$ cat src/rtl/div_pkg.sv
// Shared constants for the sequential restoring divider: FSM state encoding
// and the default operand width.
package div_pkg;
  localparam int DEF_WIDTH = 8;

  localparam logic [1:0] IDLE  = 2'd0;
  localparam logic [1:0] SHIFT = 2'd1;
  localparam logic [1:0] SUB   = 2'd2;
  localparam logic [1:0] DONE  = 2'd3;
endpackage

$ cat src/rtl/seq_divider_if.sv
// Request/result bundle of seq_divider. The master drives the operands and
// start; the slave (the divider) returns results and status.
interface seq_divider_if #(parameter int WIDTH = div_pkg::DEF_WIDTH);
  logic             St;
  logic [WIDTH-1:0] Dividend;
  logic [WIDTH-1:0] Divisor;
  logic [WIDTH-1:0] Quotient;
  logic [WIDTH-1:0] Remainder;
  logic             Busy;
  logic             Done;
  logic             DivZero;

  modport master (
    output St, Dividend, Divisor,
    input  Quotient, Remainder, Busy, Done, DivZero
  );

  modport slave (
    input  St, Dividend, Divisor,
    output Quotient, Remainder, Busy, Done, DivZero
  );
endinterface

$ cat src/rtl/div_control.sv
// Divider sequencer: IDLE/SHIFT/SUB/DONE FSM plus iteration counter, issuing
// load/shift/sub strobes. DIVIDER_DIVZERO_DETECT_EN adds the zero-divisor bypass.
module div_control import div_pkg::*; #(
  parameter int WIDTH = DEF_WIDTH
) (
  input  logic Clk,
  input  logic Reset,
  input  logic st,
`ifdef DIVIDER_DIVZERO_DETECT_EN
  input  logic div_zero,
  output logic dz_load,
`endif
  output logic load,
  output logic shift,
  output logic sub,
  output logic busy,
  output logic done
);
  localparam int KW = (WIDTH > 1) ? $clog2(WIDTH) : 1;
  localparam logic [KW-1:0] KLAST = KW'(WIDTH - 1);

  logic [1:0]    state, state_nx;
  logic [KW-1:0] k;

  always_comb begin
    state_nx = state;
    load     = 1'b0;
    shift    = 1'b0;
    sub      = 1'b0;
`ifdef DIVIDER_DIVZERO_DETECT_EN
    dz_load  = 1'b0;
`endif
    case (state)
      IDLE: if (st) begin
`ifdef DIVIDER_DIVZERO_DETECT_EN
        if (div_zero) begin
          dz_load  = 1'b1;
          state_nx = DONE;
        end else begin
          load     = 1'b1;
          state_nx = SHIFT;
        end
`else
        load     = 1'b1;
        state_nx = SHIFT;
`endif
      end
      SHIFT: begin
        shift    = 1'b1;
        state_nx = SUB;
      end
      SUB: begin
        sub      = 1'b1;
        state_nx = (k == KLAST) ? DONE : SHIFT;
      end
      default: state_nx = IDLE;
    endcase
  end

  // K sits at zero whenever idle, so every accepted start begins from 0.
  always_ff @(posedge Clk) begin
    if (!Reset) begin
      state <= IDLE;
      k     <= '0;
    end else begin
      state <= state_nx;
      if (state == IDLE) k <= '0;
      else if (sub)      k <= k + 1'b1;
    end
  end

  assign busy = (state != IDLE);
  assign done = (state == DONE);
endmodule

$ cat src/rtl/seq_divider.sv
// Sequential restoring unsigned divider, one quotient bit per SHIFT+SUB pair.
// Optional zero-divisor short cut under DIVIDER_DIVZERO_DETECT_EN.
module seq_divider import div_pkg::*; #(
  parameter int WIDTH = DEF_WIDTH
) (
  input  logic          Clk,
  input  logic          Reset,
  seq_divider_if.slave  bus
);
  logic [WIDTH-1:0] quo, rem, dvsr, rem_sub;
  logic             rc, ge;
  logic             load, shift, sub, busy, done;
  logic [WIDTH:0]   rem_ext;

`ifdef DIVIDER_DIVZERO_DETECT_EN
  logic dz_load, dz;

  div_control #(.WIDTH(WIDTH)) u_ctrl (
    .Clk(Clk), .Reset(Reset), .st(bus.St),
    .div_zero(bus.Divisor == '0), .dz_load(dz_load),
    .load(load), .shift(shift), .sub(sub), .busy(busy), .done(done)
  );
`else
  div_control #(.WIDTH(WIDTH)) u_ctrl (
    .Clk(Clk), .Reset(Reset), .st(bus.St),
    .load(load), .shift(shift), .sub(sub), .busy(busy), .done(done)
  );
`endif

  // rc keeps the bit shifted out of rem, so the partial remainder is WIDTH+1
  // bits wide and divisors with the MSB set still divide correctly.
  assign rem_ext = {rc, rem};
  assign ge      = (rem_ext >= {1'b0, dvsr});
  assign rem_sub = rem - dvsr;

  always_ff @(posedge Clk) begin
    if (!Reset) begin
      quo  <= '0;
      rem  <= '0;
      rc   <= 1'b0;
      dvsr <= '0;
    end else if (load) begin
      quo  <= bus.Dividend;
      rem  <= '0;
      rc   <= 1'b0;
      dvsr <= bus.Divisor;
`ifdef DIVIDER_DIVZERO_DETECT_EN
    end else if (dz_load) begin
      quo  <= '1;
      rem  <= bus.Dividend;
      rc   <= 1'b0;
      dvsr <= '0;
`endif
    end else if (shift) begin
      {rc, rem, quo} <= {rem, quo, 1'b0};
    end else if (sub) begin
      // A taken or skipped subtract both leave the remainder below dvsr.
      rc <= 1'b0;
      if (ge) begin
        rem    <= rem_sub;
        quo[0] <= 1'b1;
      end
    end
  end

`ifdef DIVIDER_DIVZERO_DETECT_EN
  always_ff @(posedge Clk) begin
    if (!Reset)       dz <= 1'b0;
    else if (load)    dz <= 1'b0;
    else if (dz_load) dz <= 1'b1;
  end
  assign bus.DivZero = dz;
`else
  assign bus.DivZero = 1'b0;
`endif

  assign bus.Quotient  = quo;
  assign bus.Remainder = rem;
  assign bus.Busy      = busy;
  assign bus.Done      = done;
endmodule

$ cat src/flat_wrapper.sv
// flat-port wrapper written by rule: the top's interface ports become plain ports
module seq_divider_flat import div_pkg::*;
#(
  parameter int WIDTH = DEF_WIDTH
)
  (Clk, Reset, bus_St, bus_Dividend, bus_Divisor, bus_Quotient, bus_Remainder, bus_Busy, bus_Done, bus_DivZero);
  seq_divider_if #(.WIDTH(WIDTH)) bus_i ();
  input  logic Clk;
  input  logic Reset;
  input wire logic [$bits(bus_i.St)-1:0] bus_St;
  input wire logic [$bits(bus_i.Dividend)-1:0] bus_Dividend;
  input wire logic [$bits(bus_i.Divisor)-1:0] bus_Divisor;
  output wire logic [$bits(bus_i.Quotient)-1:0] bus_Quotient;
  output wire logic [$bits(bus_i.Remainder)-1:0] bus_Remainder;
  output wire logic [$bits(bus_i.Busy)-1:0] bus_Busy;
  output wire logic [$bits(bus_i.Done)-1:0] bus_Done;
  output wire logic [$bits(bus_i.DivZero)-1:0] bus_DivZero;
  assign bus_i.St = bus_St;
  assign bus_i.Dividend = bus_Dividend;
  assign bus_i.Divisor = bus_Divisor;
  assign bus_Quotient = bus_i.Quotient;
  assign bus_Remainder = bus_i.Remainder;
  assign bus_Busy = bus_i.Busy;
  assign bus_Done = bus_i.Done;
  assign bus_DivZero = bus_i.DivZero;
  seq_divider #(.WIDTH(WIDTH)) u_core (.Clk(Clk), .Reset(Reset), .bus(bus_i));
endmodule
$ cat config.mk
export PLATFORM = sky130hd
export DESIGN_NAME = seq_divider_flat
export DESIGN_NICKNAME = d
export VERILOG_FILES = /design/src/rtl/div_pkg.sv /design/src/rtl/seq_divider_if.sv /design/src/rtl/div_control.sv /design/src/rtl/seq_divider.sv /design/src/flat_wrapper.sv
export SDC_FILE = /design/constraint.sdc
export NUM_CORES = 1
export LEC_CHECK = 0
export ABC_CLOCK_PERIOD_IN_PS = 5350
export CAP_MARGIN = 10
export CORE_MARGIN = 2
export CORE_UTILIZATION = 55
export CTS_CLUSTER_DIAMETER = 100
export DETAILED_ROUTE_END_ITERATION = 6
export HOLD_SLACK_MARGIN = 0.08
export PLACE_DENSITY = 0.89
export SLEW_MARGIN = 20
export SYNTH_ARGS = -nofsm -noshare
export SYNTH_HDL_FRONTEND = slang
export SYNTH_SLANG_ARGS = --single-unit
$ cat constraint.sdc
create_clock -name Clk -period 5.35 [get_ports Clk]
set_clock_uncertainty 0.1 [all_clocks]
set_input_delay 1.605 -clock Clk [delete_from_list [all_inputs] [get_ports Clk]]
set_output_delay 1.605 -clock Clk [all_outputs]
set_load 0.005 [all_outputs]
After elaboration in Yosys (flattened, before gate mapping)
Index checks and enable logic that the tools add are counted.
Storage, ports and cells
  register bits: 30
  input bits: 19
  word-level logic and storage cells: 44
Cells by class
  add/sub/neg operators: 2
  $lt $le $gt $ge: 1
  eq/ne operators: 5
  muxes and demuxes: 17
  bitwise gates (word level): 1
  reductions and logical operators: 11
Operators with widths (count)
  8-bit two-way mux: 4
  9-bit by 8-bit >= comparator with 1-bit output: 1
  1-bit two-way mux: 9
  2-bit nonzero test: 4
  8-bit subtractor: 1
  7-bit two-way mux: 1
  2-bit one-hot mux with 3 select lines: 1
  3-bit nonzero test: 2
  2-bit equality test (second input constant): 2
  2-bit two-way mux: 2
  2-bit AND reduction: 2
  2-bit OR reduction: 2
  3-bit by 1-bit adder with 3-bit output (second input constant): 1
  3-bit equality test (second input constant): 1
  2-bit by 1-bit equality test with 1-bit output (second input constant): 1
  2-bit zero test: 1
  2-bit inequality test (second input constant): 1
  1-bit inverter: 1

Logic depth before layout (Yosys ltp)
  depth in word-level cells: 5
  gate-level depth with buffers: 8

Modules after synthesis
From an unflattened synthesis, not the netlist that was laid out.
Second synthesis, totals
  cells, all modules: 196
  area, all modules: 1724.2 µm²
By module, submodules not included
  seq_divider: times used 1, cells each 169, area an instance 1478.9 µm², seq. area each 500.5 µm²
  div_control: times used 1, cells each 27, area an instance 245.2 µm², seq. area each 100.1 µm²

Worst setup path after synthesis
No wires, ideal clock.
  kind: in2reg
  from: in Reset
  to: reg u_core.rem[5], in the netlist u_core.bus.Remainder[5]
  library setup time: 0.070 ns
  arrival time: 2.503 ns
  required time: 5.180 ns
  path slack: 2.677 ns
  stages: 5
  path through: clkinv_1 nor2_1 clkbuf_1 o221ai_1 a21oi_1
Between the ends
  word-level cells in the longest chain between the ends: 2
RTL lines
  start, declared: line flat_wrapper.sv:9  | input logic Reset;
  1-bit inverter (no line)
  2-bit OR reduction (no line)
  end signal, assigned: line seq_divider.sv:55  | {rc, rem, quo} <= {rem, quo, 1'b0};
  end signal, assigned: line seq_divider.sv:60  | rem <= rem_sub;
  end, declared: line seq_divider.sv:10  | logic [WIDTH-1:0] quo, rem, dvsr, rem_sub;
Every way passes these cells.
A chain may end at the register's enable or synchronous reset.

Final worst setup path
  from: in Reset
  to: reg u_core.rem[7], in the netlist u_core.bus.Remainder[7]
Same word-level chain as after synthesis.

==> results_dict.tcl <==
set metrics [dict create \
    overflow 0 \
    fin_total_pwr_mw 0.841 \
    cts_sinks 30 \
    fin_crit_ns 3.55 \
    whs_ns 0.369 \
    switchingPower_mw 0.328 \
    p_seq_frac 0.334 \
    internal-power_mw 0.513 \
    syn2layout_area_growth_pct 23.5 \
    drv_cap 0 \
    die-area_sq_um 3790 \
    yosysSeqAreaShare 0.329 \
    grt_max_degree 34 \
    synth_top_area_share 0.329 \
    via_count 1628 \
    synthArstFlopShare 0 \
    cts_buffer_depth 2 \
    hpwl_mm 2.77 \
    status "completed" \
    dp_cells 292 \
    cts_hold_buf 0 \
    synth_edf_count 0 \
    syn-cell-area_sq_um 1820 \
    synth-seq-cells 30 \
    antenna_found_initial 0 \
    drc_errors 0 \
    cts_tree "built" \
    nets 289 \
    gp_congestion 0.828 \
    drive_gt1_frac 0.0469 \
    crit_type "in -> reg" \
    cts_setup_buffers 0 \
    synthTopCellsByArea "dfxtp_1, ha_1, mux2i_1" \
    cp-end-kind "flip-flop" \
    dr.pass1.iters 4 \
    postRouteWirelength_mm 3.80 \
    synthesis.nets 257 \
    cp.required_ns 5.51 \
    setup_violations 0 \
    post_cts_resize_count 0 \
    power_frac_comb 0.491 \
    hold_class "reg -> reg" \
    power.density_nw_per_um2 373 \
    worst_pin_slew_ns 0.751 \
    hold_viol 0 \
    power.share.switching 0.390 \
    fin_cells 300 \
    syn_inst 223 \
    htree_levels 2 \
    coreArea_sq_um 3100 \
    peakVddDrop_v 0.000303 \
    initial_utilization 0.588 \
    yosysWarnings 0 \
    slew_violations 0 \
    netlist-cell-type-count 45 \
    io_buffers 36 \
    critPathLaunchType "input pin" \
    ff2ff_setup_slack_ns 2.97 \
    die_w_um 61.6 \
    fmax_mhz 282 \
    synthFlopType "dfxtp_1" \
    clockPowerShare 0.176 \
    cts_inserted_buffers 5 \
    rows 20 \
    tns_ns 0 \
    die_y_um 61.6 \
    dr.first_iter.drc_count 77 \
    arrival_ns 3.71 \
    grt_pass1_vias 1500 \
    rsz0062_at_grt "no" \
    wl_per_cell_um 12.7 \
    grt_use_total 0.228 \
    clock_latency_ns 0.33 \
    relSlewSlack 0.497 \
    final_antenna_net_count 0 \
    pin_count 38 \
    antennaDiodeCount 0 \
    crit_fanout 19 \
    avgSynthCellArea_sq_um 8.18 \
    clkTransAtPathRegs_ns 0.10 \
    fin_crit_sh 0.663 \
    root_buffer "clkbuf_4" \
    vias_per_cell 5.43 \
    yosysTopAreaCell "dfxtp_1" \
    grt_pass1_wl_mm 6.39 \
    p_leak_nw 0.901 \
]
[worst max-delay path: stages]
cell and delay [ns]:
clkdlybuf4s50_1 0.51, clkinv_1 0.42, nor2_1 0.75, o21ai_0 0.24, a211oi_2 0.19
[cells in the mapped netlist (2+ instances only)]
master    number
ha_1          14
inv_1         12
nand3_1        2
o221ai_1       2
or3_1          4
and2_1         3
nor2_1        18
nor3_1         4
a31oi_1        2
dfxtp_1       30
o211a_1        2
nor4b_1        2
clkbuf_1       9
a21oi_1       12
nor2b_1        4
o21a_1         3
nor3b_1        2
o31a_1         3
nand2_1       35
a211oi_1      10
o21ai_0       12
mux2i_1       15
[cell type report]
class / count / area [sq um]
clock inverter: 2 / 12.5
multi-input combinational: 168 / 1120
sequential: 30 / 601
timing repair buffer: 37 / 368
tap: 44 / 55.1
clock buffer: 6 / 51.3
inverter: 13 / 48.8
fill: 255 / 850
[logic make-up (layout without fill, tap and decap cells)]
group | after synthesis | after routing | share of synthesized area
other | 1 | 1 | 0.00206
buffers and inverters | 25 | 58 | 0.0583
AND/OR/NAND/NOR | 82 | 82 | 0.211
AO/OA/AOI/OAI | 53 | 53 | 0.200
multiplexers | 15 | 15 | 0.0823
adder cells (fa/ha/maj) | 15 | 15 | 0.107
XOR/XNOR | 2 | 2 | 0.00960
flip-flops | 30 | 30 | 0.329
[power groups by stage]
stage,registers (mW),logic [mW],clock network [mW]
4_1_cts,0.281,0.414,0.149
5_1_grt,0.285,0.457,0.159
3_3_place_gp,0.285,0.402,0
6_report,0.281,0.413,0.148
2_1_floorplan,0.281,0.311,0
3_5_place_dp,0.285,0.411,0
[cell usage in the layout, fill, tap and decap left out, types with 4 or more instances in the layout]
| master | instances |
|---|---|
| clkdlybuf4s50_1 | 36 |
| nand2_1 | 35 |
| dfxtp_1 | 30 |
| nor2_1 | 18 |
| mux2i_1 | 15 |
| ha_1 | 14 |
| inv_1 | 12 |
| a21oi_1 | 12 |
| o21ai_0 | 12 |
| a211oi_1 | 10 |
| clkbuf_4 | 5 |
| or3_1 | 4 |
| nor2b_1 | 4 |
| nor3_1 | 4 |
[path summary, 6_finish.rpt]
| kind | startpoint | to | cells past startpoint |
|---|---|---|---|
| max reg2reg | u_core.bus.Remainder[6] | u_core.bus.Remainder[1] | 6 |
| min | u_core.dvsr[5] | u_core.dvsr[5] | 2 |
| min reg2reg | u_core.dvsr[5] | u_core.dvsr[5] | 2 |
| max | Reset | u_core.bus.Remainder[7] | 5 |
[metrics by stage]
step                setup slack (ns)  instance area (sq um)   util
floorplan                       2.68                   1820      -
global placement                1.54                   2190  0.706
detailed placement              1.46                   2190  0.706
CTS                             1.81                   2250  0.726
global route                    1.54                   2250  0.726
finish                          1.80                   2250  0.726
[registers in the layout, summed over array words and instances (netlist names)]
signal	flops
u_core.bus.Quotient	8
u_core.rc	1
u_core.bus.Remainder	8
u_core.u_ctrl.k	3
u_core.dvsr	8
u_core.u_ctrl.state	2
[per-layer routing]
layer,wire (um),up-vias,part of all wire,GRT usage
li1,-,849,-,-
met1,1760,742,0.46,0.277
met4,46,0,0.012,0.0790
met3,166,5,0.044,0.0630
met2,1830,32,0.48,0.386
met5,0,-,0,0
Note: power is estimated with default switching activity, not from simulation.
